## src/rtl/reg_demux_if.sv

```systemverilog
// Steering bus: one input word stream (with route select) and two output streams.
// master = producer/consumer side, slave = the demux.
interface reg_demux_if #(
    parameter int WIDTH = 32
);
    logic [WIDTH-1:0] in_dat;
    logic             in_vld;
    logic             in_sel;
    logic             in_rdy;
    logic [WIDTH-1:0] out1_dat;
    logic             out1_vld;
    logic             out1_rdy;
    logic [WIDTH-1:0] out2_dat;
    logic             out2_vld;
    logic             out2_rdy;

    modport master (
        output in_dat, in_vld, in_sel, out1_rdy, out2_rdy,
        input  in_rdy, out1_dat, out1_vld, out2_dat, out2_vld
    );

    modport slave (
        input  in_dat, in_vld, in_sel, out1_rdy, out2_rdy,
        output in_rdy, out1_dat, out1_vld, out2_dat, out2_vld
    );
endinterface

```

## src/rtl/reg_demux.sv

```systemverilog
// Two-entry output buffer: head/tail registers tracked by an EMPTY/ONE/FULL state.
// Latency: pushed word is on o_dat one cycle later when it becomes head.
// Backpressure: o_full is purely registered; a push while FULL is never issued by the parent.
module reg_demux_fifo2 #(
    parameter int WIDTH = 32,
    parameter int DEPTH = 2
) (
    input  logic             i_clk,
    input  logic             i_rst_n,
    input  logic             i_push,
    input  logic [WIDTH-1:0] i_dat,
    input  logic             i_rdy,
    output logic [WIDTH-1:0] o_dat,
    output logic             o_vld,
    output logic             o_full
);
    // Encoding doubles as the occupancy count.
    typedef enum logic [1:0] {
        ST_EMPTY = 2'd0,
        ST_ONE   = 2'd1,
        ST_FULL  = 2'd2
    } state_t;

    state_t           r_state;
    logic [WIDTH-1:0] r_head;
    logic [WIDTH-1:0] r_tail;
    logic             w_pop;
    logic [1:0]       w_occ;

    assign w_pop  = (r_state != ST_EMPTY) && i_rdy;
    assign w_occ  = r_state;
    assign o_full = (w_occ == 2'(DEPTH));
    assign o_vld  = (r_state != ST_EMPTY);
    assign o_dat  = r_head;

    always_ff @(posedge i_clk or negedge i_rst_n) begin
        if (!i_rst_n) begin
            r_state <= ST_EMPTY;
            r_head  <= '0;
            r_tail  <= '0;
        end else begin
            case (r_state)
                ST_EMPTY: begin
                    if (i_push) begin
                        r_head  <= i_dat;
                        r_state <= ST_ONE;
                    end
                end
                ST_ONE: begin
                    if (i_push && w_pop) begin
                        r_head <= i_dat;
                    end else if (i_push) begin
                        r_tail  <= i_dat;
                        r_state <= ST_FULL;
                    end else if (w_pop) begin
                        r_state <= ST_EMPTY;
                    end
                end
                ST_FULL: begin
                    if (w_pop) begin
                        r_head  <= r_tail;
                        r_state <= ST_ONE;
                    end
                end
                default: r_state <= ST_EMPTY;
            endcase
        end
    end
endmodule

// Steers each input word to output 1 (sel=1) or output 2 (sel=0), counting accepts per output.
// Latency: one cycle from accept to the word appearing at an empty (or draining) output.
// Backpressure: in_rdy follows registered fullness of the selected buffer only.
module reg_demux #(
    parameter int WIDTH = 32,
    parameter int DEPTH = 2
) (
    input  logic        i_clk,
    input  logic        i_rst_n,
    reg_demux_if.slave  io_bus,
    input  logic        i_clr_cnt,
    output logic [15:0] o_cnt1,
    output logic [15:0] o_cnt2
);
    logic        r_rdy_en;
    logic [15:0] r_cnt1;
    logic [15:0] r_cnt2;
    logic        w_full1;
    logic        w_full2;
    logic        w_acc;
    logic        w_push1;
    logic        w_push2;

    // Holds in_rdy low until the first edge after reset release.
    always_ff @(posedge i_clk or negedge i_rst_n) begin
        if (!i_rst_n) begin
            r_rdy_en <= 1'b0;
        end else begin
            r_rdy_en <= 1'b1;
        end
    end

    assign io_bus.in_rdy = r_rdy_en && (io_bus.in_sel ? !w_full1 : !w_full2);
    assign w_acc         = io_bus.in_vld && io_bus.in_rdy;
    assign w_push1       = w_acc && io_bus.in_sel;
    assign w_push2       = w_acc && !io_bus.in_sel;

    always_ff @(posedge i_clk or negedge i_rst_n) begin
        if (!i_rst_n) begin
            r_cnt1 <= '0;
            r_cnt2 <= '0;
        end else if (i_clr_cnt) begin
            r_cnt1 <= '0;
            r_cnt2 <= '0;
        end else begin
            if (w_push1) r_cnt1 <= r_cnt1 + 16'd1;
            if (w_push2) r_cnt2 <= r_cnt2 + 16'd1;
        end
    end

    assign o_cnt1 = r_cnt1;
    assign o_cnt2 = r_cnt2;

    reg_demux_fifo2 #(.WIDTH(WIDTH), .DEPTH(DEPTH)) u_buf1 (
        .i_clk   (i_clk),
        .i_rst_n (i_rst_n),
        .i_push  (w_push1),
        .i_dat   (io_bus.in_dat),
        .i_rdy   (io_bus.out1_rdy),
        .o_dat   (io_bus.out1_dat),
        .o_vld   (io_bus.out1_vld),
        .o_full  (w_full1)
    );

    reg_demux_fifo2 #(.WIDTH(WIDTH), .DEPTH(DEPTH)) u_buf2 (
        .i_clk   (i_clk),
        .i_rst_n (i_rst_n),
        .i_push  (w_push2),
        .i_dat   (io_bus.in_dat),
        .i_rdy   (io_bus.out2_rdy),
        .o_dat   (io_bus.out2_dat),
        .o_vld   (io_bus.out2_vld),
        .o_full  (w_full2)
    );
endmodule

```

## src/flat_wrapper.sv

```systemverilog
// flat-port wrapper written by rule: the top's interface ports become plain ports
module reg_demux_flat 
#(
    parameter int WIDTH = 32,
    parameter int DEPTH = 2
)
  (i_clk, i_rst_n, i_clr_cnt, o_cnt1, o_cnt2, io_bus_in_dat, io_bus_in_vld, io_bus_in_sel, io_bus_out1_rdy, io_bus_out2_rdy, io_bus_in_rdy, io_bus_out1_dat, io_bus_out1_vld, io_bus_out2_dat, io_bus_out2_vld);
  reg_demux_if #(.WIDTH(WIDTH)) io_bus_i ();
  input  logic i_clk;
  input  logic i_rst_n;
  input  logic i_clr_cnt;
  output logic [15:0] o_cnt1;
  output logic [15:0] o_cnt2;
  input wire logic [$bits(io_bus_i.in_dat)-1:0] io_bus_in_dat;
  input wire logic [$bits(io_bus_i.in_vld)-1:0] io_bus_in_vld;
  input wire logic [$bits(io_bus_i.in_sel)-1:0] io_bus_in_sel;
  input wire logic [$bits(io_bus_i.out1_rdy)-1:0] io_bus_out1_rdy;
  input wire logic [$bits(io_bus_i.out2_rdy)-1:0] io_bus_out2_rdy;
  output wire logic [$bits(io_bus_i.in_rdy)-1:0] io_bus_in_rdy;
  output wire logic [$bits(io_bus_i.out1_dat)-1:0] io_bus_out1_dat;
  output wire logic [$bits(io_bus_i.out1_vld)-1:0] io_bus_out1_vld;
  output wire logic [$bits(io_bus_i.out2_dat)-1:0] io_bus_out2_dat;
  output wire logic [$bits(io_bus_i.out2_vld)-1:0] io_bus_out2_vld;
  assign io_bus_i.in_dat = io_bus_in_dat;
  assign io_bus_i.in_vld = io_bus_in_vld;
  assign io_bus_i.in_sel = io_bus_in_sel;
  assign io_bus_i.out1_rdy = io_bus_out1_rdy;
  assign io_bus_i.out2_rdy = io_bus_out2_rdy;
  assign io_bus_in_rdy = io_bus_i.in_rdy;
  assign io_bus_out1_dat = io_bus_i.out1_dat;
  assign io_bus_out1_vld = io_bus_i.out1_vld;
  assign io_bus_out2_dat = io_bus_i.out2_dat;
  assign io_bus_out2_vld = io_bus_i.out2_vld;
  reg_demux #(.WIDTH(WIDTH), .DEPTH(DEPTH)) u_core (.i_clk(i_clk), .i_rst_n(i_rst_n), .io_bus(io_bus_i), .i_clr_cnt(i_clr_cnt), .o_cnt1(o_cnt1), .o_cnt2(o_cnt2));
endmodule
```

## config.mk

```make
export PLATFORM = sky130hd
export DESIGN_NAME = reg_demux_flat
export DESIGN_NICKNAME = d
export VERILOG_FILES = /design/src/rtl/reg_demux_if.sv /design/src/rtl/reg_demux.sv /design/src/flat_wrapper.sv
export SDC_FILE = /design/constraint.sdc
export NUM_CORES = 1
export LEC_CHECK = 0
export ABC_CLOCK_PERIOD_IN_PS = 4600
export CAP_MARGIN = 20
export CORE_ASPECT_RATIO = 1.4
export CORE_MARGIN = 2
export CORE_UTILIZATION = 56
export DETAILED_ROUTE_END_ITERATION = 8
export GPL_TIMING_DRIVEN = 0
export PLACE_DENSITY = 0.85
export SLEW_MARGIN = 15
export SYNTH_ARGS = -nofsm -noshare
export SYNTH_HDL_FRONTEND = slang
export SYNTH_SLANG_ARGS = --single-unit
```

## constraint.sdc

```tcl
create_clock -name i_clk -period 4.6 [get_ports i_clk]
set_input_delay 0.69 -clock i_clk [delete_from_list [all_inputs] [get_ports i_clk]]
set_output_delay 0.69 -clock i_clk [all_outputs]
set_load 0.01 [all_outputs]
```

==> results.yml, run 1 <==
yosys:
  synth_top_area_share: 0.569
  synth_area_leaders: "dfrtp_1 57%, mux2_2 10%, mux2i_1 9.0%"
  synthAdderAreaFrac: 0.00345
  synthArstFlopShare: 1.00
  syn_area_um2: 7260
  yosys_register_bits: 165
  syn_inst: 626
  yosys.area_share.simple: 0.115
  synth_ff_type: "dfrtp_1"
  syn_nets: 667
  synth-xor-area-share: 0.0157
  synth_edf_count: 0
  synth-compound-area-share: 0.0810
  seq_area_frac_synth: 0.569
  yosysWarnings: 0
  synth_top_family_by_area: "multiplexers"
  yosysTopAreaCell: "dfrtp_1"
  ys_types: 40
  synthMuxAreaShare: 0.190
  avgSynthCellArea_um2: 11.6
clock_tree:
  htree_levels: 4
  cts-root-buf: "clkbuf_16"
  cts_resized: 0
  postCtsSetupBuffers: 0
  hold_buffers: 0
  cts.sinks: 165
  clock_latency_ns: 0.43
  cts_made_buffers: 17
  cts_tree: "yes"
  path_clk_slew_ns: 0.06
  cts_buffer_depth: 2
floorplan:
  die_area_um2: 13900
  core_area_um2: 12800
  num_rows: 49
  initial_core_util: 0.569
  fp.dieW_um: 100
  ios: 138
  die_y_um: 139
drt:
  ant_nets: 0
  vias: 5573
  dr.pass1.iters: 5
  routed_wl_mm: 18.2
  avgViaCountPerCell: 5.88
  drt-initial-drc-count: 201
  wire_per_inst_um: 19.2
  drc_errors: 0
power_and_ir_drop:
  powerDensity_nw_per_um2: 445
  power_leakage_uw: 0.00386
  power_uw: 4200
  ir_worst_vdd_mv: 0.385
sta:
  skew_ns: 0.0130
  setup_viol: 0
  fin_ws_ns: 1.47
  hold_viol_final: 0
  fmaxAchievable_mhz: 319
  drv_slew: 0
  rsz0062_at_grt: "false"
  period_share: 0.681
  worstMarginPinSlew_ns: 0.851
  slew_headroom: 0.432
  min_period_ns: 3.13
setup_path:
  crit_required_ns: 3.91
  reg2regPathDepth: 5
  arrival_ns: 2.44
  end_kind: "primary output"
  start_kind: "input pin"
  path_class: "in -> out"
  worstPathMaxFanout: 10
min_path:
  hp-class: "in -> async"
finish:
  insertedDiodeCount: 0
  nets: 823
  most-common-layout-cells: "165 x dfrtp_1, 135 x clkdlybuf4s50_1, 65 x mux2i_1, 65 x mux2_2"
  final_layout_size_suffix_gt1_frac: 0.135
  final_common_cell: "dfrtp_1"
  area_growth_pct: 30.0
grt:
  grt_max_degree: 108
  overflow: 0
  grt_pass1_wl_mm: 29.6
  grt_pass1_vias: 5914
  grt_util_all_layers: 0.269
  antenna_found_initial: 0
run_status:
  outcome: "finished clean"
place:
  gp_congestion: 0.824
  port_buffers: 136
  pre_cts_slack_ns: 1.46
  hpwl_mm: 12.7
job:
  drv_cap: 0
-- through the flow --
| stage | utilization | instance area, µm² | cells | setup TNS, ns | hold slack [ns] |
|---|---|---|---|---|---|
| floorplan | - | 7260 | 626 | 0 | 0.394 |
| global placement | 0.691 | 8810 | 915 | -591.30 | 0.485 |
| detailed placement | 0.693 | 8840 | 916 | 0 | 0.494 |
| CTS | 0.740 | 9440 | 948 | 0 | 0.200 |
| global route | 0.740 | 9440 | 948 | 0 | 0.212 |
| finish | 0.740 | 9440 | 948 | 0 | 0.190 |
-- where the power goes --
| part | internal (µW) | switching, µW |
|---|---|---|
| clock | 846 | 579 |
| combinational | 480 | 364 |
| sequential | 1750 | 181 |
| total | 3080 | 1120 |
-- registers in the layout, summed over array words and instances, names as in the netlist --
register	cells
u_core.u_buf2.o_dat	32
u_core.u_buf1.r_tail	32
u_core.u_buf1.o_dat	32
u_core.u_buf2.r_tail	32
u_core.o_cnt1	16
u_core.r_rdy_en	1
u_core.u_buf1.r_state	2
u_core.o_cnt2	16
u_core.u_buf2.r_state	2
-- final timing paths --
path                                         start                  endpoint  slack, ns
min in group i_clk         u_core.u_buf1.o_dat[15]   u_core.u_buf1.o_dat[15]       0.50
min reg2reg                u_core.u_buf1.o_dat[15]   u_core.u_buf1.o_dat[15]       0.50
min                                        i_rst_n   u_core.u_buf2.o_dat[17]       0.19
max in group asynchronous                  i_rst_n  u_core.u_buf1.r_tail[23]       3.54
max                                  io_bus_in_sel             io_bus_in_rdy       1.47
max reg2reg                        u_core.r_rdy_en   u_core.u_buf2.o_dat[12]       2.33
-- critical path, cell delays in order --
cell and delay, ns:
clkdlybuf4s50_1 0.56, nand2b_1 0.15, o22a_1 0.16, clkbuf_1 0.33, inv_1 0.07, clkdlybuf4s50_1 0.48
-- per-layer routing --
layer | part of all wire | global-route usage | wire [µm] | vias up
met1 | 0.39 | 0.317 | 7150 | 2809
met3 | 0.051 | 0.0726 | 928 | 29
li1 | - | - | - | 2549
met4 | 0.020 | 0.0930 | 371 | 0
met5 | 0 | 0 | 0 | -
met2 | 0.54 | 0.470 | 9740 | 186
-- synthesized netlist by cell type, types with 2 or more instances --
master	number
nor2_1	53
nor2b_1	4
or3_1	8
mux2i_1	65
dfrtp_1	165
ha_1	2
nand2_1	14
or2_2	2
buf_1	6
nor4b_1	2
o31ai_1	7
o21ai_0	42
buf_2	3
clkbuf_1	30
or4_1	8
nor3_1	3
nor4_1	5
nor3b_1	3
and2_1	4
nand3_1	41
mux2_2	65
nand4_1	4
a21oi_1	53
inv_1	5
xnor2_1	13
and4_1	3
nand2b_1	2
nand3b_1	2
-- layout make-up --
class / count / area, µm²
plain buffers: 40 / 161
clock buffers: 22 / 474
clock inverters: 10 / 121
fillers: 832 / 3310
inverters: 5 / 18.8
multi-input cells: 416 / 2950
flip-flops and latches: 165 / 4130
well taps: 153 / 191
repair buffers: 137 / 1390
-- cell families (layout without fill, tap and decap cells) --
logic type | after synthesis | count (layout)
AOI/OAI and AO/OA | 108 | 108
xor gates and xnor gates | 13 | 13
adders and majority gates | 2 | 2
buffers and inverters | 45 | 214
DFF | 165 | 165
muxes | 130 | 130
other | 1 | 1
and+or+nand+nor | 162 | 162
Note: power is estimated with default switching activity, not from simulation.
==> run 2: changes to the inputs <==
ABC_CLOCK_PERIOD_IN_PS = 3030   (was 4600)
CORE_UTILIZATION = 52   (was 56)
PLACE_DENSITY = 0.8   (was 0.85)
clock period = 3.03 ns   (was 4.6 ns; I/O delays follow)
==> run 2 against run 1 <==
Effect of this change: final cell count is 3.5% higher; sequential share of layout area is 0.42 points lower; routed wire length is 3.0% lower; final area is 0.97% higher; clock skew is 0.0033 ns lower; via count is 0.65% lower; total power is 55% higher; die area is 7.4% higher; count of clock-buffer cells in the layout is 4 lower; non-clock buffer count is 1 higher; sequential power is 52% higher.
==> results.yml, run 2 (synthesized netlist as in run 1, its figures left out) <==
setup_path:
  path_class: "reg -> out"
  crit_required_ns: 2.58
  arrival_ns: 2.28
  end_kind: "primary output"
  start_kind: "flop"
  worstPathMaxFanout: 10
drt:
  dr.pass1.iters: 5
  drt-initial-drc-count: 344
  avgViaCountPerCell: 5.64
  drc_errors: 0
  ant_nets: 0
  routed_wl_mm: 17.7
  wire_per_inst_um: 18.0
  vias: 5537
place:
  hpwl_mm: 12.9
  port_buffers: 136
  gp_congestion: 0.844
  dp.cells: 948
sta:
  min_period_ns: 2.73
  slew_headroom: 0.468
  hold_viol_final: 0
  period_share: 0.902
  fmaxAchievable_mhz: 366
  worstMarginPinSlew_ns: 0.797
  drv_slew: 0
  skew_ns: 0.00972
  rsz0062_at_grt: "false"
  setup_viol: 0
clock_tree:
  cts_buffer_depth: 2
  htree_levels: 4
  clock_latency_ns: 0.43
  postCtsSetupBuffers: 0
  cts_tree: "yes"
  cts_made_buffers: 17
  cts.sinks: 165
  path_clk_slew_ns: 0.07
  cts-root-buf: "clkbuf_16"
grt:
  grt_pass1_vias: 5801
  antenna_found_initial: 0
  grt.met1_usage: 0.274
  grt_pass1_wl_mm: 28.8
  grt_util_all_layers: 0.243
  grt_util_met2: 0.450
  overflow: 0
  grtUsageMet3: 0.0576
  busiest_layer: "met2"
  grt_max_degree: 105
power_and_ir_drop:
  p_seq_frac: 0.450
  ir_worst_vdd_mv: 0.469
  power_leakage_uw: 0.00389
  p_sw_uw: 1720
  p_int_uw: 4790
  comb_power_share: 0.195
  switching_share: 0.264
  powerDensity_nw_per_um2: 683
  power_uw: 6510
  clockPowerShare: 0.355
finish:
  finalNonFillerCells: 981
  nets: 824
  area_growth_pct: 31.3
  final_layout_size_suffix_gt1_frac: 0.137
  most-common-layout-cells: "165 x dfrtp_1, 135 x clkdlybuf4s50_1, 65 x mux2i_1, 65 x mux2_2"
  insertedDiodeCount: 0
  fillers: 1055
  final_common_cell: "dfrtp_1"
min_path:
  hp-class: "in -> reg"
floorplan:
  die_y_um: 144
  ios: 138
  initial_core_util: 0.527
  die_area_um2: 14900
  num_rows: 51
  core_area_um2: 13800
  fp.dieW_um: 104
run_status:
  outcome: "finished clean"
job:
  drv_cap: 0
-- run 2: worst max-delay path: stages (launching register included) --
cell             delay (ns)
dfrtp_1                0.49
nor2b_4                0.20
buf_6                  0.15
o22a_1                 0.16
clkbuf_1               0.30
inv_1                  0.07
clkdlybuf4s50_1        0.48
-- run 2: layer usage --
| metal | vias to the layer above | wire length (µm) |
|---|---|---|
| li1 | 2555 | - |
| met1 | 2796 | 6960 |
| met2 | 162 | 9490 |
| met3 | 24 | 863 |
| met4 | 0 | 335 |
| met5 | - | 0 |
-- run 2: metrics by stage --
stage	utilization	setup WS (ns)	cell area, µm²	hold slack, ns	TNS (ns)
floorplan	-	1.19	7260	0.159	0
global placement	0.642	-4.89	8850	0.485	-804.41
detailed placement	0.645	0.166	8880	0.420	0
CTS	0.691	0.301	9530	0.477	0
global route	0.691	0.155	9530	0.520	0
finish	0.691	0.296	9530	0.483	0
-- run 2: cell type report --
type / instances / area, µm² / share of cell area
tap: 185 / 231 / 0.0243
timing repair buffer: 138 / 1400 / 0.147
clock buffer: 18 / 439 / 0.0461
sequential: 165 / 4130 / 0.433
clock inverter: 14 / 198 / 0.0207
multi-input combinational: 416 / 2950 / 0.309
buffer: 40 / 161 / 0.0169
inverter: 5 / 18.8 / 0.00197
-- run 2: worst paths after layout --
| path | start | cells after the start | slack, ns | endpoint |
|---|---|---|---|---|
| worst min-delay path | i_clr_cnt | 3 | 0.48 | u_core.o_cnt1[12] |
| min in group asynchronous | i_rst_n | 2 | 0.54 | u_core.o_cnt2[15] |
| worst max-delay path | u_core.u_buf2.r_state[1] | 6 | 0.30 | io_bus_in_rdy |
| worst max register to register | u_core.u_buf1.r_state[1] | 5 | 0.80 | u_core.u_buf1.r_tail[7] |
| worst min register to register | u_core.u_buf1.o_dat[21] | 2 | 0.50 | u_core.u_buf1.o_dat[21] |
| max in group asynchronous | i_rst_n | 3 | 1.64 | u_core.u_buf1.r_tail[2] |
-- run 2: what timing repair did --
action	CTS	global route
resized for setup	0	0
hold buffers	1	0
endpoints found under the hold margin	61	0
-- run 2: power by group through the flow --
| stage | sequential (µW) | combinational (µW) | clock, µW |
|---|---|---|---|
| final | 2930 | 1270 | 2310 |
| after global placement | 2930 | 1230 | 0 |
| after CTS | 2930 | 1290 | 2330 |
| after detailed placement | 2960 | 1280 | 0 |
| after global routing | 2980 | 1380 | 2440 |
| after floorplan | 2990 | 488 | 0 |
==> run 3: changes to the inputs <==
CELL_PAD_IN_SITES_DETAIL_PLACEMENT = 1   (was default)
CELL_PAD_IN_SITES_GLOBAL_PLACEMENT = 1   (was default)
CORE_UTILIZATION = 41   (was 52)
PLACE_DENSITY = default   (was 0.8)
PLACE_DENSITY_LB_ADDON = 0.1   (was default)
TNS_END_PERCENT = 100   (was default)
==> run 3 against run 2 <==
Effect of this change: routed wire length up 10%; flip-flop and latch count unchanged; final cell count up 5.3%; global-route usage down 2.4 points; die area up 26%; largest power group unchanged; count of clock-buffer cells in the layout up 7.
==> results.yml, run 3 (synthesized netlist as in run 1, its figures left out) <==
setup_path:
  arrival_ns: 2.29
  end_kind: "primary output"
  path_class: "reg -> out"
  worstPathMaxFanout: 10
  crit_required_ns: 2.58
  start_kind: "flop"
grt:
  grt_util_all_layers: 0.219
  overflow: 0
  antenna_found_initial: 0
  grt_pass1_vias: 6131
  grt_max_degree: 59
  grt_pass1_wl_mm: 31.8
floorplan:
  die_y_um: 161
  num_rows: 57
  initial_core_util: 0.419
  core_area_um2: 17300
  die_area_um2: 18800
  ios: 138
  fp.dieW_um: 116
power_and_ir_drop:
  powerDensity_nw_per_um2: 663
  power_uw: 6340
  ir_worst_vdd_mv: 0.385
  power_leakage_uw: 0.00386
sta:
  hold_viol_final: 0
  min_period_ns: 2.75
  fmaxAchievable_mhz: 364
  rsz0062_at_grt: "false"
  setup_viol: 0
  skew_ns: 0.00852
  period_share: 0.906
  slew_headroom: 0.444
  fin_ws_ns: 0.284
  worstMarginPinSlew_ns: 0.834
  drv_slew: 0
finish:
  fin_area_um2: 9560
  final_common_cell: "dfrtp_1"
  most-common-layout-cells: "165 x dfrtp_1, 135 x clkdlybuf4s50_1, 65 x mux2i_1, 65 x mux2_2"
  area_growth_pct: 31.7
  insertedDiodeCount: 0
  nets: 825
  final_core_util: 0.551
  final_layout_size_suffix_gt1_frac: 0.130
  finalNonFillerCells: 1033
place:
  hpwl_mm: 13.9
  placed_area_um2: 8970
  port_buffers: 136
  dp.cells: 1000
  gp_congestion: 0.744
  pre_cts_slack_ns: -0.0304
clock_tree:
  path_clk_slew_ns: 0.06
  cts_tree: "yes"
  cts_resized: 0
  cts.sinks: 165
  postCtsSetupBuffers: 0
  clock_latency_ns: 0.42
  htree_levels: 4
  cts-root-buf: "clkbuf_16"
  cts_buffer_depth: 2
  cts_made_buffers: 17
drt:
  drc_errors: 0
  drt-initial-drc-count: 256
  routed_wl_mm: 19.5
  ant_nets: 0
  vias: 5466
  dr.pass1.iters: 4
  avgViaCountPerCell: 5.29
  wire_per_inst_um: 18.8
run_status:
  outcome: "finished clean"
job:
  drv_cap: 0
min_path:
  hp-class: "in -> reg"
==> run 3: worst paths after layout <==
path	to	cells after the start	slack (ns)	start
worst max-delay path	io_bus_in_rdy	6	0.28	u_core.u_buf2.r_state[1]
worst min-delay path	u_core.o_cnt1[12]	3	0.49	i_clr_cnt
worst max register to register	u_core.u_buf2.o_dat[6]	6	0.76	u_core.r_rdy_en
worst min register to register	u_core.u_buf1.o_dat[26]	2	0.50	u_core.u_buf1.o_dat[26]
max in group asynchronous	u_core.u_buf2.r_tail[23]	4	1.56	i_rst_n
min in group asynchronous	u_core.o_cnt2[9]	2	0.54	i_rst_n
==> run 3: power by group <==
group,internal [µW],switching [µW],total (µW),leakage [µW]
clock,1260,868,2130,0.000268
sequential,2660,275,2930,0.00209
combinational,733,544,1280,0.00151
total,4650,1690,6340,0.00386
==> run 3: final cells by class <==
type	instances	area (µm²)
inverters	5	18.8
clock buffers	25	475
well taps	236	295
fillers	1841	7770
plain buffers	40	161
flip-flops and latches	165	4130
multi-input cells	416	2950
repair buffers	139	1430
clock inverters	7	96.3
==> run 3: through the flow <==
stage	hold slack [ns]	TNS, ns
2_1_floorplan	0.159	0
3_3_place_gp	0.484	-850.95
3_5_place_dp	0.405	-0.0546
4_1_cts	0.467	0
5_1_grt	0.499	0
6_report	0.485	0
==> run 3: worst max-delay path: stages, from the launching register on <==
cell and delay (ns):
dfrtp_1 0.48, nor2b_4 0.20, buf_6 0.14, o22a_1 0.15
clkbuf_1 0.34, inv_1 0.09, clkdlybuf4s50_1 0.49
==> run 3: routing by layer <==
metal  share of wire  GRT usage  wire length (µm)
met2            0.53      0.386             10300
met1            0.42      0.263              8080
met3           0.039     0.0480               761
met5               0          0                 0
met4           0.018     0.0698               344
==> run 3: timing repair <==
| action | in CTS | in global routing |
|---|---|---|
| setup endpoints to repair | 0 | 0 |
| endpoints found under the hold margin | 55 | 0 |
| hold buffers | 1 | 0 |
